`src/rtl/activation_read_sequencer_pkg.sv`:
```
// Shared definitions for the activation read sequencer.
//   seq_state_t : sequencer FSM encoding (IDLE, RUN, DRAIN, FINISH)
//   skid_depth  : output buffer depth for a given memory read latency. One
//                 slot per in-flight read plus one more, so the read stream
//                 runs at full rate while the downstream stage keeps up.
package activation_read_sequencer_pkg;

    typedef enum logic [1:0] {
        ST_IDLE,
        ST_RUN,
        ST_DRAIN,
        ST_FINISH
    } seq_state_t;

    function automatic int skid_depth(input int rd_latency);
        return rd_latency + 1;
    endfunction

endpackage

```
`src/rtl/act_rd_skid_fifo.sv`:
```
// Small synchronous FIFO that sits between the memory return path and the
// valid/ready output. Pushing and popping in the same cycle is legal and
// leaves the count unchanged. The caller never pushes when full and never
// pops when empty.
// Ports:
//   clock, reset : rising-edge clock, synchronous active-high reset
//   push         : write push_data at the tail
//   push_data    : entry to write
//   pop          : drop the head entry
//   head_data    : current head entry, meaningful only while count != 0
//   count        : number of stored entries, 0..DEPTH
module act_rd_skid_fifo #(
    parameter int WIDTH = 17,
    parameter int DEPTH = 2,
    localparam int CW = $clog2(DEPTH + 1)
) (
    input  logic             clock,
    input  logic             reset,
    input  logic             push,
    input  logic [WIDTH-1:0] push_data,
    input  logic             pop,
    output logic [WIDTH-1:0] head_data,
    output logic [CW-1:0]    count
);

    localparam int PW = (DEPTH > 1) ? $clog2(DEPTH) : 1;
    localparam logic [PW-1:0] LAST_IDX = PW'(DEPTH - 1);

    logic [WIDTH-1:0] storage [DEPTH];
    logic [PW-1:0]    wr_ptr;
    logic [PW-1:0]    rd_ptr;

    // Pointers wrap explicitly so DEPTH need not be a power of two.
    function automatic logic [PW-1:0] bump(input logic [PW-1:0] ptr);
        return (ptr == LAST_IDX) ? '0 : ptr + 1'b1;
    endfunction

    // NOTE: storage is not reset; count alone decides whether an entry is
    // valid, so clearing the array would only add reset fan-out.
    always_ff @(posedge clock) begin
        if (push) begin
            storage[wr_ptr] <= push_data;
        end
    end

    // NOTE: state registers use non-blocking assignments so every flop
    // samples the pre-edge values of the others.
    always_ff @(posedge clock) begin
        if (reset) begin
            wr_ptr <= '0;
            rd_ptr <= '0;
            count  <= '0;
        end else begin
            if (push) wr_ptr <= bump(wr_ptr);
            if (pop)  rd_ptr <= bump(rd_ptr);
            count <= count + CW'(push) - CW'(pop);
        end
    end

    assign head_data = storage[rd_ptr];

endmodule

```
`src/rtl/activation_read_sequencer.sv`:
```
// Drain side of the activation buffer. On start, reads `length` consecutive
// words from base_addr (wrapping modulo 2^ADDR_WIDTH) and streams them out on
// a valid/ready interface, flagging the final beat with out_last. Reads are
// credit-limited so that issued-but-unconsumed words never exceed the skid
// buffer capacity.
// Ports:
//   clock, reset              : rising-edge clock, synchronous active-high reset
//   start, base_addr, length  : transfer request, sampled only while idle
//   busy, done                : busy from the cycle after start through done;
//                               done is a 1-cycle completion pulse
//   mem_rd_en, mem_rd_addr    : read strobe and address to the buffer memory
//   mem_rd_data               : read data, RD_LATENCY cycles after the strobe
//   out_valid, out_data,
//   out_last, out_ready       : output stream
module activation_read_sequencer
    import activation_read_sequencer_pkg::*;
#(
    parameter int ADDR_WIDTH = 6,
    parameter int DATA_WIDTH = 16,
    parameter int RD_LATENCY = 1
) (
    input  logic                  clock,
    input  logic                  reset,
    input  logic                  start,
    input  logic [ADDR_WIDTH-1:0] base_addr,
    input  logic [ADDR_WIDTH:0]   length,
    output logic                  busy,
    output logic                  done,
    output logic                  mem_rd_en,
    output logic [ADDR_WIDTH-1:0] mem_rd_addr,
    input  logic [DATA_WIDTH-1:0] mem_rd_data,
    output logic                  out_valid,
    output logic [DATA_WIDTH-1:0] out_data,
    output logic                  out_last,
    input  logic                  out_ready
);

    localparam int DEPTH = skid_depth(RD_LATENCY);
    localparam int CW    = $clog2(DEPTH + 1);
    localparam logic [CW:0]         DEPTH_W = (CW + 1)'(DEPTH);
    localparam logic [ADDR_WIDTH:0] REM_ONE = (ADDR_WIDTH + 1)'(1);

    seq_state_t state, next_state;

    logic [ADDR_WIDTH:0]   remaining;
    logic [ADDR_WIDTH-1:0] addr;
    logic [RD_LATENCY-1:0] pipe_valid;
    logic [RD_LATENCY-1:0] pipe_last;
    logic [CW-1:0]         inflight;
    logic [CW-1:0]         fifo_count;
    logic [DATA_WIDTH:0]   fifo_head;
    logic [CW:0]           occupied;
    logic                  issue;
    logic                  pop;
    logic                  ret;

    // A beat leaving this cycle frees its slot in time for a read issued now,
    // which is what sustains one beat per cycle with the minimum depth.
    assign occupied = {1'b0, fifo_count} + {1'b0, inflight};
    assign pop      = out_valid & out_ready;
    assign ret      = pipe_valid[RD_LATENCY-1];

    always_ff @(posedge clock) begin
        if (reset) state <= ST_IDLE;
        else       state <= next_state;
    end

    // NOTE: every output of this block gets a default first, so no path
    // through the case statement can infer a latch.
    always_comb begin
        next_state = state;
        issue      = 1'b0;
        done       = 1'b0;
        busy       = (state != ST_IDLE);
        case (state)
            ST_IDLE: begin
                if (start) next_state = (length == '0) ? ST_FINISH : ST_RUN;
            end
            ST_RUN: begin
                issue = (remaining != '0) && (occupied < DEPTH_W + {{CW{1'b0}}, pop});
                if (issue && remaining == REM_ONE) next_state = ST_DRAIN;
            end
            ST_DRAIN: begin
                if (pop && out_last) next_state = ST_FINISH;
            end
            ST_FINISH: begin
                done       = 1'b1;
                next_state = ST_IDLE;
            end
            default: next_state = ST_IDLE;
        endcase
    end

    // Down counter of remaining reads, address counter, and the latency pipe
    // that tags each issued read with valid/last until its data returns.
    always_ff @(posedge clock) begin
        if (reset) begin
            remaining  <= '0;
            addr       <= '0;
            pipe_valid <= '0;
            pipe_last  <= '0;
            inflight   <= '0;
        end else begin
            if (state == ST_IDLE && start) begin
                remaining <= length;
                addr      <= base_addr;
            end else if (issue) begin
                remaining <= remaining - 1'b1;
                addr      <= addr + 1'b1;
            end
            pipe_valid <= RD_LATENCY'({pipe_valid, issue});
            pipe_last  <= RD_LATENCY'({pipe_last, issue && remaining == REM_ONE});
            inflight   <= inflight + CW'(issue) - CW'(ret);
        end
    end

    assign mem_rd_en   = issue;
    assign mem_rd_addr = addr;

    act_rd_skid_fifo #(
        .WIDTH (DATA_WIDTH + 1),
        .DEPTH (DEPTH)
    ) u_skid (
        .clock     (clock),
        .reset     (reset),
        .push      (ret),
        .push_data ({pipe_last[RD_LATENCY-1], mem_rd_data}),
        .pop       (pop),
        .head_data (fifo_head),
        .count     (fifo_count)
    );

    // Head contents are masked while empty so the idle output is all zeros.
    assign out_valid = (fifo_count != '0);
    assign out_data  = out_valid ? fifo_head[DATA_WIDTH-1:0] : '0;
    assign out_last  = out_valid & fifo_head[DATA_WIDTH];

endmodule

```
`config.mk`:
```
export PLATFORM = sky130hd
export DESIGN_NAME = activation_read_sequencer
export DESIGN_NICKNAME = d
export VERILOG_FILES = /design/src/rtl/activation_read_sequencer_pkg.sv /design/src/rtl/act_rd_skid_fifo.sv /design/src/rtl/activation_read_sequencer.sv
export SDC_FILE = /design/constraint.sdc
export NUM_CORES = 1
export LEC_CHECK = 0
export CORE_ASPECT_RATIO = 0.7
export CORE_MARGIN = 2
export CORE_UTILIZATION = 35
export CTS_BUF_LIST = sky130_fd_sc_hd__clkbuf_8
export CTS_CLUSTER_SIZE = 8
export DETAILED_ROUTE_END_ITERATION = 10
export PLACE_DENSITY = 0.64
export REMOVE_ABC_BUFFERS = 1
export SLEW_MARGIN = 15
export SYNTH_ARGS = -nofsm -noshare
export SYNTH_HDL_FRONTEND = slang
export SYNTH_SLANG_ARGS = --single-unit
```
`constraint.sdc`:
```
create_clock -name clock -period 2.6 [get_ports clock]
set_clock_uncertainty 0.05 [all_clocks]
set_input_delay 0.52 -clock clock [delete_from_list [all_inputs] [get_ports clock]]
set_output_delay 0.52 -clock clock [all_outputs]
set_load 0.005 [all_outputs]
```
==> metrics, run 1 <==
Hold Fails Final Rpt 0; WL/cell 13.3 um; grt ovf 0; Placer Congestion 0.759; core area 7320 um2; Slew Limit Fails 0; Synth area leader edfxtp_1; max_cap viols 0; post-synthesis simple-gate area fraction 13.2%; Initial DRT Pass Iterations 5; Pleak 1.32 nW; cts bufs inserted 9; Relative slew margins 45.4%; post-synthesis mux area share 6.44%; post-synthesis sequential area ratio 56.8%; IO Count 60; initial antenna violation count 0; Residual DRC 0; largest family of logic cells by synthesized area simple AND/OR/NAND/NOR gates; Netlist cell types 37; Max H-tree Level 3; Post-Syn Instances 230; element type at the critical path end output port; minimum clock period 2.50 ns; top cell type's share of synthesized area 38.7%; synthesized area 2640 um2; Core Rows 26; Compound-Gate Fraction of Synth Area 9.33%; final setup fails 0; Hold Crit Class reg2reg; Setup crit start kind flop; status completed; First DRT Iteration DRCs 61; area delta synth->final 37.1%; Post-synth ARST share 0%; CTS tree built; Setup TNS Final 0 ns; GRT Resource Usage Total 14.4%; CTS root buffer clkbuf_8; RSZ-0062 raised after global routing false; CP required 2.03 ns; Worst EP arrival 1.93 ns; HPWL after DPL 3910 um; Pwr Density 1060 nW/um2; die width 108 um; Synth Area in XOR/XNOR 4.31%; clk sinks 58; count of input and output buffers 59; NumNets Final 353; clk_lat worst skew 0.33 ns; Post-CTS Setup Repair Bufs 0; Post-Route WL 5460 um; Antenna Cells 0; Syn Area/Cell 11.5 um2; Clock Path Buffers 2; Synth Area in Adders 6.92%; Via density 4.76; Synth warnings 0; routed vias 1947; final core area utilization 49.5%; Main synth FF type edfxtp_1; CP Max Fanout 4; DIE HEIGHT 76.7 um; top post-synthesis cells by area edfxtp_1 (39%), dfxtp_1 (18%), mux2i_1 (6.4%); VDD IR max 0.448 mV; first-pass GRT wire length 9030 um; layout cells sized above 1 12.2%; antenna violation net count after detailed routing 0; Initial Util 36.1%; Synth Register Bits 58; largest net degree at the start of global routing 25; CTS clk-pin slew, worst paths 0.07 ns; critical path class reg2out; worst-margin pin slew 0.820 ns; die area 8270 um2; final period utilization 96.0%; vias in the first global route 1902; Post-synth EDFFs 34; Max Clock Freq 401 MHz
-- critical path: stages (launching register included) --
cell	delay (ns)
dfxtp_2	0.35
ha_2	0.19
fa_2	0.61
o21ai_4	0.07
nand3_2	0.08
inv_2	0.05
dlygate4sd2_1	0.25
-- cell type report --
type	count	area, um2
fillers	687	3700
well taps	98	123
inverters	13	48.8
clock inverters	7	37.5
clock buffers	9	124
flip-flops and latches	58	1500
repair buffers	72	699
multi-input cells	152	1090
-- where the power goes --
part           switching, W  internal (W)  total (W)
sequential         0.000183       0.00118    0.00136
combinational      0.000851      0.000964    0.00181
clock              0.000340      0.000332   0.000672
-- metrics by stage --
step           hold slack, ns  std cells  power [W]  cell area (um2)  setup slack (ns)
2_1_floorplan           0.354        223    0.00231             2610             0.339
3_3_place_gp            0.357        393    0.00313             3440            0.0796
3_5_place_dp            0.367        393    0.00317             3440            0.0997
4_1_cts                 0.393        409    0.00390             3620            0.0861
5_1_grt                 0.408        409    0.00415             3620            0.0246
6_report                0.394        409    0.00385             3620             0.104
-- placed cells by master, fill, tap and decap left out, drive strengths merged --
| master | count |
|---|---|
| a221oi | 2 |
| a31oi | 3 |
| edfxtp | 34 |
| dfxtp | 24 |
| clkinvlp | 2 |
| dlygate4sd2 | 1 |
| nor2 | 29 |
| nor4 | 1 |
| o21a | 1 |
| ha | 13 |
| o31ai | 2 |
| fa | 1 |
| a211oi | 2 |
| xnor2 | 5 |
| nand2b | 1 |
| a311oi | 1 |
| nor4bb | 1 |
| clkinv | 4 |
| nand3 | 10 |
| inv | 14 |
| a21oi | 10 |
| or4 | 2 |
| nor4b | 1 |
| nor2b | 5 |
| a21boi | 1 |
| nand2 | 9 |
| mux2i | 17 |
| o21ai | 12 |
| nor3b | 2 |
| and2 | 1 |
| o211ai | 2 |
| xor2 | 8 |
| clkdlybuf4s50 | 58 |
| o41ai | 1 |
| nand4 | 5 |
| buf | 13 |
| clkbuf | 9 |
| nor3 | 4 |
-- cell families after synthesis --
logic type      after synthesis
compound gates               37
xor+xnor                     13
fa+ha+maj                    14
buf+inv                      20
flops                        58
mux                          17
simple gates                 71
-- timing repair --
action | in CTS | in global routing
hold buffers | 0 | 0
resized for setup | 8 | 0
setup endpoints to repair | 11 | 0
-- per-layer routing --
layer	global-route usage, %	share of wire, %	vias to the layer above
li1	-	-	981
met2	22.3	47	45
met4	6.15	1.6	0
met1	18.5	48	910
met3	4.34	4.1	11
met5	0	0	-
-- registers in the layout, summed over array words and instances, names as in the netlist, named ones only --
name,flops
state,2
u_skid.storage,34
inflight,2
u_skid.rd_ptr,1
u_skid.count,2
pipe_valid,1
pipe_last,1
u_skid.wr_ptr,1
mem_rd_addr,6
remaining,7
-- worst paths after layout --
kind | slack, ns | depth (start not counted) | from | end
worst max-delay path | 0.10 | 6 | u_skid.count[0] | mem_rd_en
worst min-delay path | 0.39 | 0 | pipe_last | u_skid.storage[0][16]
worst max register to register | 0.39 | 10 | u_skid.count[0] | inflight[1]
worst min register to register | 0.39 | 0 | pipe_last | u_skid.storage[0][16]
-- synthesized netlist by cell type, drive strengths merged, types with 3 or more instances --
cell type and number:
clkbuf 5, ha 13, nor2 29, nand4 5, nor2b 5, dfxtp 24
edfxtp 34, a31oi 3, o21ai 12, inv 13, nand3 10, xor2 8
a21oi 10, xnor2 5, nand2 9, nor3 4, mux2i 17
No activity file was read; power rests on OpenSTA's default activity.
==> run 2: changes to the inputs <==
- ABC_AREA: default -> 1
- CORE_MARGIN: 2 -> 3
- CTS_CLUSTER_SIZE: 8 -> default
==> metrics, run 2 <==
clk_lat worst skew 0.33 ns (about the same); die width 112 um (+3.7%); fill count 707 (+2.9%); count of input and output buffers 59 (unchanged); final setup fails 0 (unchanged); total power 0.00356 W (-7.5%); cts bufs inserted 9 (unchanged); Hold Slack 0.387 ns (-0.00640 ns); area of the multi-input gates 1090 um2 (+0.69%); Post-Route WL 5900 um (+8.0%); grt ovf 0 (unchanged); Antenna Cells 0 (unchanged); Post-synth ARST share 0% (unchanged); WHS Endpoint u_skid.storage[0][16]; Reg with most FFs u_skid.storage; setup ws final 0.156 ns (+0.0515 ns); initial antenna violation count 0 (unchanged); Initial DRT Pass Iterations 4 (-1); GRT Resource Usage Total 13.9% (-0.47 points); CP required 2.03 ns (about the same); Post-Syn Instances 300 (+30%); hold path cells 0 (unchanged); Core Rows 26 (unchanged); RSZ-0062 raised after global routing false; Syn Area/Cell 9.15 um2 (-20%); die area 8960 um2 (+8.3%); DIE HEIGHT 80.1 um (+4.5%); R2R setup slack 0.53 ns (+0.14 ns); IO Count 60 (unchanged); Setup crit start kind flop; largest net degree at the start of global routing 19 (-24%); Worst EP arrival 1.87 ns (-0.06 ns); R2R depth 10 (unchanged); First DRT Iteration DRCs 81 (+33%); minimum clock period 2.44 ns (-0.0515 ns); Initial Util 36.8% (+0.76 points); CP top delay family buffers and inverters; Placed Cells 455 (+16%); Pwr Density 982 nW/um2 (-7.6%); most frequent cells in the layout nand2_1 (62), clkdlybuf4s50_1 (58), nor2_1 (46); vias in the first global route 2209 (+16%); Slew Limit Fails 0 (unchanged); synthesized area 2750 um2 (+3.9%); Hold Fails Final Rpt 0 (unchanged); Clock Path Buffers 2 (unchanged); Residual DRC 0 (unchanged); Via density 4.58 (-3.7%); Placer Congestion 0.782 (+3.0%); core area 7450 um2 (+1.8%); max incr delay on CP 0.53 ns (-0.08 ns); NumNets Final 415 (+18%); Pleak 1.48 nW (+12%); commonest non-fill, non-tap cell in the layout nand2_1; area delta synth->final 32.1%; Hold Crit Class reg2reg; top post-synthesis cells by area edfxtp_1 (37%), dfxtp_1 (18%), nand2_1 (8.5%); min-delay src pipe_last; Post-synth EDFFs 34 (unchanged); cell chain of the critical path buf_4 -> nand2_1 -> a21oi_1 -> clkdlybuf4s50_1; CTS clk-pin slew, worst paths 0.07 ns (about the same); status completed; Register Area 1500 um2 (about the same); VDD IR max 0.318 mV (-29%); final std cells w/o fill 471 (+15%); antenna violation net count after detailed routing 0 (unchanged); Critical path buffers and inverters 2 (unchanged); top cell type's share of synthesized area 37.2% (-1.5 points); Synth area leader edfxtp_1; max reg flops 34 (unchanged); element type at the critical path end output port; Post-CTS Setup Repair Bufs 0 (unchanged); Setup WS pre-CTS 0.0473 ns (-0.0524 ns); Relative slew margins 51.8% (+6.4 points); worst-margin pin slew 0.723 ns (-0.0968 ns); routed vias 2159 (+11%); final period utilization 94.0% (-2.0 points); Synth Register Bits 58 (unchanged); Setup TNS Final 0 ns (unchanged); HPWL after DPL 4210 um (+7.6%); reg-to-reg startpoint u_skid.count[0]; Worst path slowest cell clkdlybuf4s50_1; CP Max Fanout 10 (+6); Max Clock Freq 409 MHz (+2.1%); Synth warnings 0 (unchanged); critical path class reg2out; CTS root buffer clkbuf_8; worst reg2reg endpoint inflight[1]; Synth top cells by count nand2_1 (62), nor2_1 (46), edfxtp_1 (34); CP Depth 4 (-2); CTS tree built; WL/cell 12.5 um (-6.2%); layout cells sized above 1 9.92% (-2.3 points); count leader, synth nand2_1; Max H-tree Level 3 (unchanged); max_cap viols 0 (unchanged); Netlist cell types 32 (-14%); post-synthesis sequential area ratio 54.7% (-2.2 points); clk sinks 58 (unchanged); first-pass GRT wire length 10000 um (+11%); Main synth FF type edfxtp_1
-- run 2: cell types whose count changed in the layout (fill, tap and decap cells not counted), sizes merged, moves of 3 or more --
cell | previous run | this run
a21oi | 10 | 26
a31oi | 3 | 0
buf | 13 | 7
inv | 14 | 28
mux2i | 17 | 0
nand2 | 9 | 68
nand4 | 5 | 2
nor2 | 29 | 50
nor2b | 5 | 0
o21ai | 12 | 19
xor2 | 8 | 5
-- run 2: what timing repair did --
action / CTS / global route
resized for setup: 3 / 0
endpoints found under the setup margin: 1 / 1
hold buffers: 0 / 0
pin swaps: 2 / 1
-- run 2: worst max path at each step --
stage,from,endpoint,slack (ns)
after floorplan,u_skid.count[0],inflight[1],0.65
after global placement,out_ready,mem_rd_en,0.07
after detailed placement,out_ready,mem_rd_en,0.05
after CTS,u_skid.count[1],out_last,0.08
after global routing,u_skid.count[1],out_last,0.008
final,flop,out_data[15],0.16
-- run 2: metal layers --
layer / global-route usage (%) / vias up / share of wire, %
met5: 0 / - / 0
met4: 4.01 / 0 / 0.71
met3: 4.29 / 4 / 3.7
met2: 22.1 / 31 / 47
met1: 18.4 / 1003 / 49
li1: - / 1121 / -
-- run 2: cell type report --
type                    instances  share of cell area [%]
clock buffers                   9                    3.41
clock inverters                 7                    1.00
inverters                      28                    2.90
flip-flops and latches         58                    41.5
multi-input cells             205                    30.1
well taps                      98                    3.38
repair buffers                 66                    17.7
-- run 2: per-stage QoR --
| stage | area, um2 | util (%) |
|---|---|---|
| floorplan | 2700 | - |
| global placement | 3470 | 46.5 |
| detailed placement | 3470 | 46.5 |
| CTS | 3630 | 48.7 |
| global route | 3630 | 48.7 |
| finish | 3630 | 48.7 |
-- run 2: kinds of logic (layout without fill, tap and decap cells) --
| family | count (synthesis) | count (layout) | share of synthesized area [%] |
|---|---|---|---|
| buffers and inverters | 37 | 110 | 5.47 |
| xor gates and xnor gates | 8 | 8 | 2.55 |
| AOI/OAI and AO/OA | 47 | 47 | 9.03 |
| and+or+nand+nor | 136 | 136 | 21.6 |
| adders and majority gates | 14 | 14 | 6.65 |
| DFF | 58 | 58 | 54.7 |
-- run 2: report_power, final --
group,switching (W),internal [W],leakage (nW),total [W]
Combinational,0.000839,0.000705,0.896,0.00154
Clock,0.000344,0.000331,0.0775,0.000675
Sequential,0.000170,0.00117,0.505,0.00134
Total,0.00135,0.00221,1.48,0.00356
